### src/rtl/ddr3_req_arb.sv
// Round-robin arbiter funnelling NUM_REQ CPU requesters onto one DDR3 controller port; grant one cycle after request, one transaction in flight.
// Requesters hold req until gnt; cont_valid holds until cont_busy. Optional watchdog under `DDR3_ARB_WDOG_EN.
module ddr3_req_arb #(
  parameter int NUM_REQ  = 4,
  parameter int ADDR_W   = 27,
  parameter int WDOG_CYC = 1024
) (
  input  logic                       cpu_clk,
  input  logic                       reset,
  input  logic [NUM_REQ-1:0]         req,
  input  logic [NUM_REQ-1:0]         req_cmd,
  input  logic [NUM_REQ*ADDR_W-1:0]  req_addr,
  output logic [NUM_REQ-1:0]         gnt,
  output logic [NUM_REQ-1:0]         done,
  output logic                       cont_valid,
  output logic                       cont_cmd,
  output logic [ADDR_W-1:0]          cont_addr,
  input  logic                       cont_busy,
  input  logic                       cont_done,
  output logic [$clog2(NUM_REQ)-1:0] owner,
  output logic                       wdog_err
);

  localparam int OW = $clog2(NUM_REQ);

  typedef enum logic [1:0] {
    S_IDLE  = 2'd0,
    S_ISSUE = 2'd1,
    S_WAIT  = 2'd2
  } state_t;

  state_t              r_state;
  logic [NUM_REQ-1:0]  r_gnt;
  logic [NUM_REQ-1:0]  r_done;
  logic                r_cont_valid;
  logic                r_cont_cmd;
  logic [ADDR_W-1:0]   r_cont_addr;
  logic [OW-1:0]       r_owner;
  logic [OW-1:0]       r_last_owner;

  state_t              w_state_nxt;
  logic [NUM_REQ-1:0]  w_gnt_nxt;
  logic [NUM_REQ-1:0]  w_done_nxt;
  logic                w_valid_nxt;
  logic                w_cmd_nxt;
  logic [ADDR_W-1:0]   w_addr_nxt;
  logic [OW-1:0]       w_owner_nxt;
  logic [OW-1:0]       w_last_nxt;

  logic                w_any;
  logic [OW-1:0]       w_win;
  logic [OW-1:0]       w_rr_idx;
  logic [ADDR_W-1:0]   w_win_addr;
  logic                w_norm_fin;
  logic                w_wdog_hit;
  logic                w_finish;

  // Scan from farthest to nearest so the requester just after last_owner wins.
  always_comb begin
    w_any    = 1'b0;
    w_win    = '0;
    w_rr_idx = '0;
    for (int k = NUM_REQ; k >= 1; k--) begin
      w_rr_idx = OW'((int'(r_last_owner) + k) % NUM_REQ);
      if (req[w_rr_idx]) begin
        w_any = 1'b1;
        w_win = w_rr_idx;
      end
    end
  end

  always_comb begin
    w_win_addr = '0;
    for (int i = 0; i < NUM_REQ; i++) begin
      if (w_win == OW'(i)) w_win_addr = req_addr[i*ADDR_W +: ADDR_W];
    end
  end

  // Busy+done together while issuing is a completed transaction.
  assign w_norm_fin = ((r_state == S_ISSUE) && cont_busy && cont_done) ||
                      ((r_state == S_WAIT) && cont_done);
  assign w_finish   = (r_state != S_IDLE) && (w_norm_fin || w_wdog_hit);

  always_comb begin
    w_state_nxt = r_state;
    w_gnt_nxt   = '0;
    w_done_nxt  = '0;
    w_valid_nxt = r_cont_valid;
    w_cmd_nxt   = r_cont_cmd;
    w_addr_nxt  = r_cont_addr;
    w_owner_nxt = r_owner;
    w_last_nxt  = r_last_owner;
    case (r_state)
      S_IDLE: begin
        w_valid_nxt = 1'b0;
        if (w_any) begin
          w_state_nxt       = S_ISSUE;
          w_gnt_nxt[w_win]  = 1'b1;
          w_valid_nxt       = 1'b1;
          w_cmd_nxt         = req_cmd[w_win];
          w_addr_nxt        = w_win_addr;
          w_owner_nxt       = w_win;
        end
      end
      S_ISSUE: begin
        if (cont_busy) begin
          w_valid_nxt = 1'b0;
          w_state_nxt = S_WAIT;
        end
      end
      S_WAIT: begin
        w_valid_nxt = 1'b0;
      end
      default: begin
        w_state_nxt = S_IDLE;
        w_valid_nxt = 1'b0;
      end
    endcase
    if (w_finish) begin
      w_state_nxt         = S_IDLE;
      w_valid_nxt         = 1'b0;
      w_done_nxt[r_owner] = 1'b1;
      w_last_nxt          = r_owner;
    end
  end

  always_ff @(posedge cpu_clk) begin
    if (reset) begin
      r_state      <= S_IDLE;
      r_gnt        <= '0;
      r_done       <= '0;
      r_cont_valid <= 1'b0;
      r_cont_cmd   <= 1'b0;
      r_cont_addr  <= '0;
      r_owner      <= '0;
      r_last_owner <= OW'(NUM_REQ - 1);
    end else begin
      r_state      <= w_state_nxt;
      r_gnt        <= w_gnt_nxt;
      r_done       <= w_done_nxt;
      r_cont_valid <= w_valid_nxt;
      r_cont_cmd   <= w_cmd_nxt;
      r_cont_addr  <= w_addr_nxt;
      r_owner      <= w_owner_nxt;
      r_last_owner <= w_last_nxt;
    end
  end

`ifdef DDR3_ARB_WDOG_EN
  localparam int CW = $clog2(WDOG_CYC) + 1;

  logic [CW-1:0] r_wdog_cnt;
  logic          r_wdog_err;

  assign w_wdog_hit = (r_state != S_IDLE) && (r_wdog_cnt == CW'(WDOG_CYC - 1));

  always_ff @(posedge cpu_clk) begin
    if (reset) begin
      r_wdog_cnt <= '0;
      r_wdog_err <= 1'b0;
    end else begin
      if ((r_state == S_IDLE) || (w_state_nxt == S_IDLE)) r_wdog_cnt <= '0;
      else                                                r_wdog_cnt <= r_wdog_cnt + CW'(1);
      if (w_wdog_hit && !w_norm_fin) r_wdog_err <= 1'b1;
    end
  end

  assign wdog_err = r_wdog_err;
`else
  assign w_wdog_hit = 1'b0;
  assign wdog_err   = 1'b0;
`endif

  assign gnt        = r_gnt;
  assign done       = r_done;
  assign cont_valid = r_cont_valid;
  assign cont_cmd   = r_cont_cmd;
  assign cont_addr  = r_cont_addr;
  assign owner      = r_owner;

  a_cfg: assert property (@(posedge cpu_clk)
    (NUM_REQ >= 2) && (NUM_REQ <= 8) && (WDOG_CYC >= 1));
  a_gnt_onehot: assert property (@(posedge cpu_clk) disable iff (reset) $onehot0(gnt));
  a_done_onehot: assert property (@(posedge cpu_clk) disable iff (reset) $onehot0(done));
  a_gnt_with_valid: assert property (@(posedge cpu_clk) disable iff (reset)
    (gnt != '0) |-> cont_valid);

endmodule

### config.mk
export PLATFORM = sky130hd
export DESIGN_NAME = ddr3_req_arb
export DESIGN_NICKNAME = d
export VERILOG_FILES = /design/src/rtl/ddr3_req_arb.sv
export SDC_FILE = /design/constraint.sdc
export NUM_CORES = 1
export LEC_CHECK = 0
export CORE_ASPECT_RATIO = 1.4
export CORE_MARGIN = 4
export CORE_UTILIZATION = 33
export CTS_BUF_LIST = sky130_fd_sc_hd__clkbuf_16
export DETAILED_ROUTE_END_ITERATION = 8
export GPL_ROUTABILITY_DRIVEN = 0
export PLACE_DENSITY = 0.85
export SLEW_MARGIN = 40
export SYNTH_ARGS = -nofsm -noshare
export SYNTH_HDL_FRONTEND = slang
export SYNTH_SLANG_ARGS = --single-unit
### constraint.sdc
create_clock -name cpu_clk -period 1.6 [get_ports cpu_clk]
set_clock_uncertainty 0.15 [all_clocks]
set_input_delay 0.24 -clock cpu_clk [delete_from_list [all_inputs] [get_ports cpu_clk]]
set_output_delay 0.24 -clock cpu_clk [all_outputs]
set_load 0.005 [all_outputs]
==> results of run 1 <==
stage by stage:
step                hold slack, ns  util [%]  setup TNS, ns  instance area [µm²]  power [mW]
finish                       0.335      64.9          -5.65                 4810        3.59
global route                 0.355      64.9          -7.63                 4810        3.77
CTS                          0.338      62.7          -5.49                 4650        3.54
detailed placement           0.323      58.9         -21.79                 4360        2.49
global placement             0.314      58.9         -20.26                 4360        2.46
floorplan                    0.166         -          -2.65                 2550        1.78
placed cells by master (no fill, tap or decap), types with 2 or more instances in the layout:
| cell type | count |
|---|---|
| nor2_2 | 3 |
| nand3_1 | 21 |
| buf_6 | 5 |
| dlymetal6s2s_1 | 2 |
| dlygate4sd2_1 | 4 |
| a211oi_2 | 9 |
| mux2i_2 | 9 |
| buf_12 | 6 |
| and3_1 | 9 |
| a21o_1 | 20 |
| clkdlybuf4s50_1 | 152 |
| nand2_1 | 24 |
| nor4b_2 | 2 |
| inv_1 | 2 |
| a211oi_1 | 5 |
| o21ai_0 | 21 |
| o21bai_1 | 7 |
| clkbuf_16 | 6 |
| o211ai_1 | 21 |
| dfxtp_1 | 39 |
| mux2i_1 | 20 |
| nor2_1 | 5 |
| dfxtp_2 | 2 |
| buf_4 | 27 |
| dfxtp_4 | 2 |
cell families (layout without fill, tap and decap cells):
kind of cell    Yosys count  in the layout  synth area share, %
other cells               1              1                0.148
flops                    43             43                 34.0
buf+inv                  28            208                 8.14
simple gates             81             81                 17.4
mux                      30             30                 11.8
compound gates           97             97                 28.5
power by group:
part / internal [mW] / switching (mW)
combinational: 0.828 / 0.527
sequential: 1.19 / 0.0637
clock: 0.570 / 0.412
worst register-to-register path, stage by stage, from the launching register on:
cell and delay [ns]:
dfxtp_4 0.38, mux2i_4 0.28, a2bb2oi_4 0.28, buf_4 0.16
buf_4 0.14, nand3_1 0.12, a21o_1 0.18, o211ai_1 0.09
final timing paths:
check                                     start            to  cells after the start
worst max-delay path            r_last_owner[1]  cont_addr[4]                      7
worst min-delay path               cont_addr[8]  cont_addr[8]                      2
worst max register to register  r_last_owner[1]  cont_addr[4]                      7
worst min register to register     cont_addr[8]  cont_addr[8]                      2
layer usage:
metal | vias to the layer above | part of all wire, % | routed length (µm)
met2 | 141 | 54 | 5280
li1 | 1393 | - | -
met3 | 30 | 6.8 | 670
met4 | 0 | 4.2 | 416
met1 | 1369 | 35 | 3450
met5 | - | 0 | 0
layout make-up:
type	count	area [µm²]	share of cell area (%)
sequential	43	871	18.1
multi-input combinational	209	1640	34.1
tap	97	121	2.52
timing repair buffer	199	2030	42.3
clock buffer	5	125	2.60
inverter	1	3.75	0.0780
clock inverter	3	16.3	0.338
state kept, by name, indices dropped and copies added, names as in the netlist:
register	count
gnt	4
cont_addr	27
r_state	2
r_last_owner	2
cont_cmd	1
owner	2
done	4
cont_valid	1
repair_timing:
item	4_1_cts	5_1_grt
resized for setup	22	29
setup buffers	5	2
setup endpoints to repair	34	40
gates cloned	2	1
pin swaps	13	10
hold endpoints to repair	0	0
hold buffers	0	0
==> metrics.md, run 1 <==
| Metric | Value |
|---|---|
| Status | finished with violations |
| Failing checks | setup timing |
| Initial Utilization | 34.2% |
| Root buffer cell | clkbuf_16 |
| Post-synthesis register bit count | 43 |
| Synth Instances | 280 |
| CP max stage delay | 0.38 ns |
| Final Hold Fails | 0 |
| Max_cap viols | 0 |
| Flop-to-flop setup slack | -0.26 ns |
| Final period util | 116% |
| Syn Area/Cell | 9.05 µm² |
| RSZ-0062 raised after global routing | yes |
| Power per cell area | 746 mW/mm² |
| Sink Count | 43 |
| Synth top area share | around a third |
| Critical path arrival | between 1.5 and 2 ns |
| Nets@finish | 579 |
| Register area share after synthesis | 34.0% |
| Critical-path cell list | mux2i_4, a2bb2oi_4, buf_4, buf_4, nand3_1, a21o_1, o211ai_1 |
| DRC | 0 |
| CP max-delay cell | dfxtp_4 |
| Detailed Route Iter0 Violations | 120 |
| Met3 Resource Use GR | 4.53% |
| GR Util All Layers | 20.6% |
| Final setup viols | 32 |
| Cts bufs inserted | 5 |
| Total number of vias | 2933 |
| Synth cell types | 47 |
| First-pass GRT wire length | 14.8 mm |
| Antenna Nets Post-Route | 0 |
| Largest fanout on the critical path | 7 |
| DP Worst Slack | -0.666 ns |
| GR peak layer | met2 |
| Largest net degree at the start of global routing | 24 |
| Core ar. | 0.00741 mm² |
| Clock buffer depth | 2 |
| Vias in the first global route | 3069 |
| Cell family with most CP delay | compound AO/OA/AOI/OAI gates |
| Non-Filler Instances | 557 |
| Leak pwr | 1.87 nW |
| Port bufs | 158 |
| Site row count | 37 |
| Peak supply drop | ~0.00073 V |
| HPWL Detailed | 7.10 mm |
| Met1 Usage GRT | 21.8% |
| Overflow left after global routing | 0 |
| CTS clk-pin slew, worst paths | around 0.060 ns |
| Buf+Inv Stages, Crit Path | 2 |
| Placed Cells | between 500 and 600 |
| Die span in y | 112 µm |
| Area growth, synth to finish | 89.7% |
| Crit start category | flip-flop |
| Top-count cell post-synth | dfxtp_1 |
| Ranking of synthesized cells by area | dfxtp_1, mux2i_1, o211ai_1 |
| Fill cells | 624 |
| Crit path kind | flip-flop to flip-flop |
| Ports | 160 |
| Fmax | 0.537 GHz |
| Synthesized area | 0.00253 mm² |
| WL/cell | 17.6 µm |
| Met2 usage | 38.2% |
| YS warnings | 0 |
| Most common cell on crit path | buf_4 |
| Ant diodes | 0 |
| Antenna violations before repair | 0 |
| Post-synth net total | 400 |
| CP required | 1.65 ns |
| Most instantiated cells after synthesis | dfxtp_1, mux2i_1, nand2_1 |
| Dominant cell type by area after synthesis | dfxtp_1 |
| Async SR Flop Fraction | 0% |
| Clock Latency Late Sink | approximately 0.28 ns |
| Die area | 0.00917 mm² |
| Post-route minimum period | 1.86 ns |
| Ratio of cells with drive above 1 in the final layout | between 20% and 30% |
| Die X | 82.1 µm |
| CTS tree | yes |
| Main synth FF type | dfxtp_1 |
| Final Max Tran Viols | 0 |
| Setup ws final | -0.262 ns |
| TritonRoute pass-1 iters | 4 |
| Hold crit path type | flip-flop to flip-flop |
| Post-synth EDFFs | 0 |
| Vias per std cell | 5.27 |
| Critical Path End Type | flip-flop |
| CTS H-tree depth | 2 |
| WL final | 9.82 mm |
No activity file was read; power rests on OpenSTA's default activity.
==> run 2: changes to the inputs <==
CAP_MARGIN = 20   (was not set)
==> results of run 2 <==
No change in the layout: final DEF, timing and power equal those of run 1.
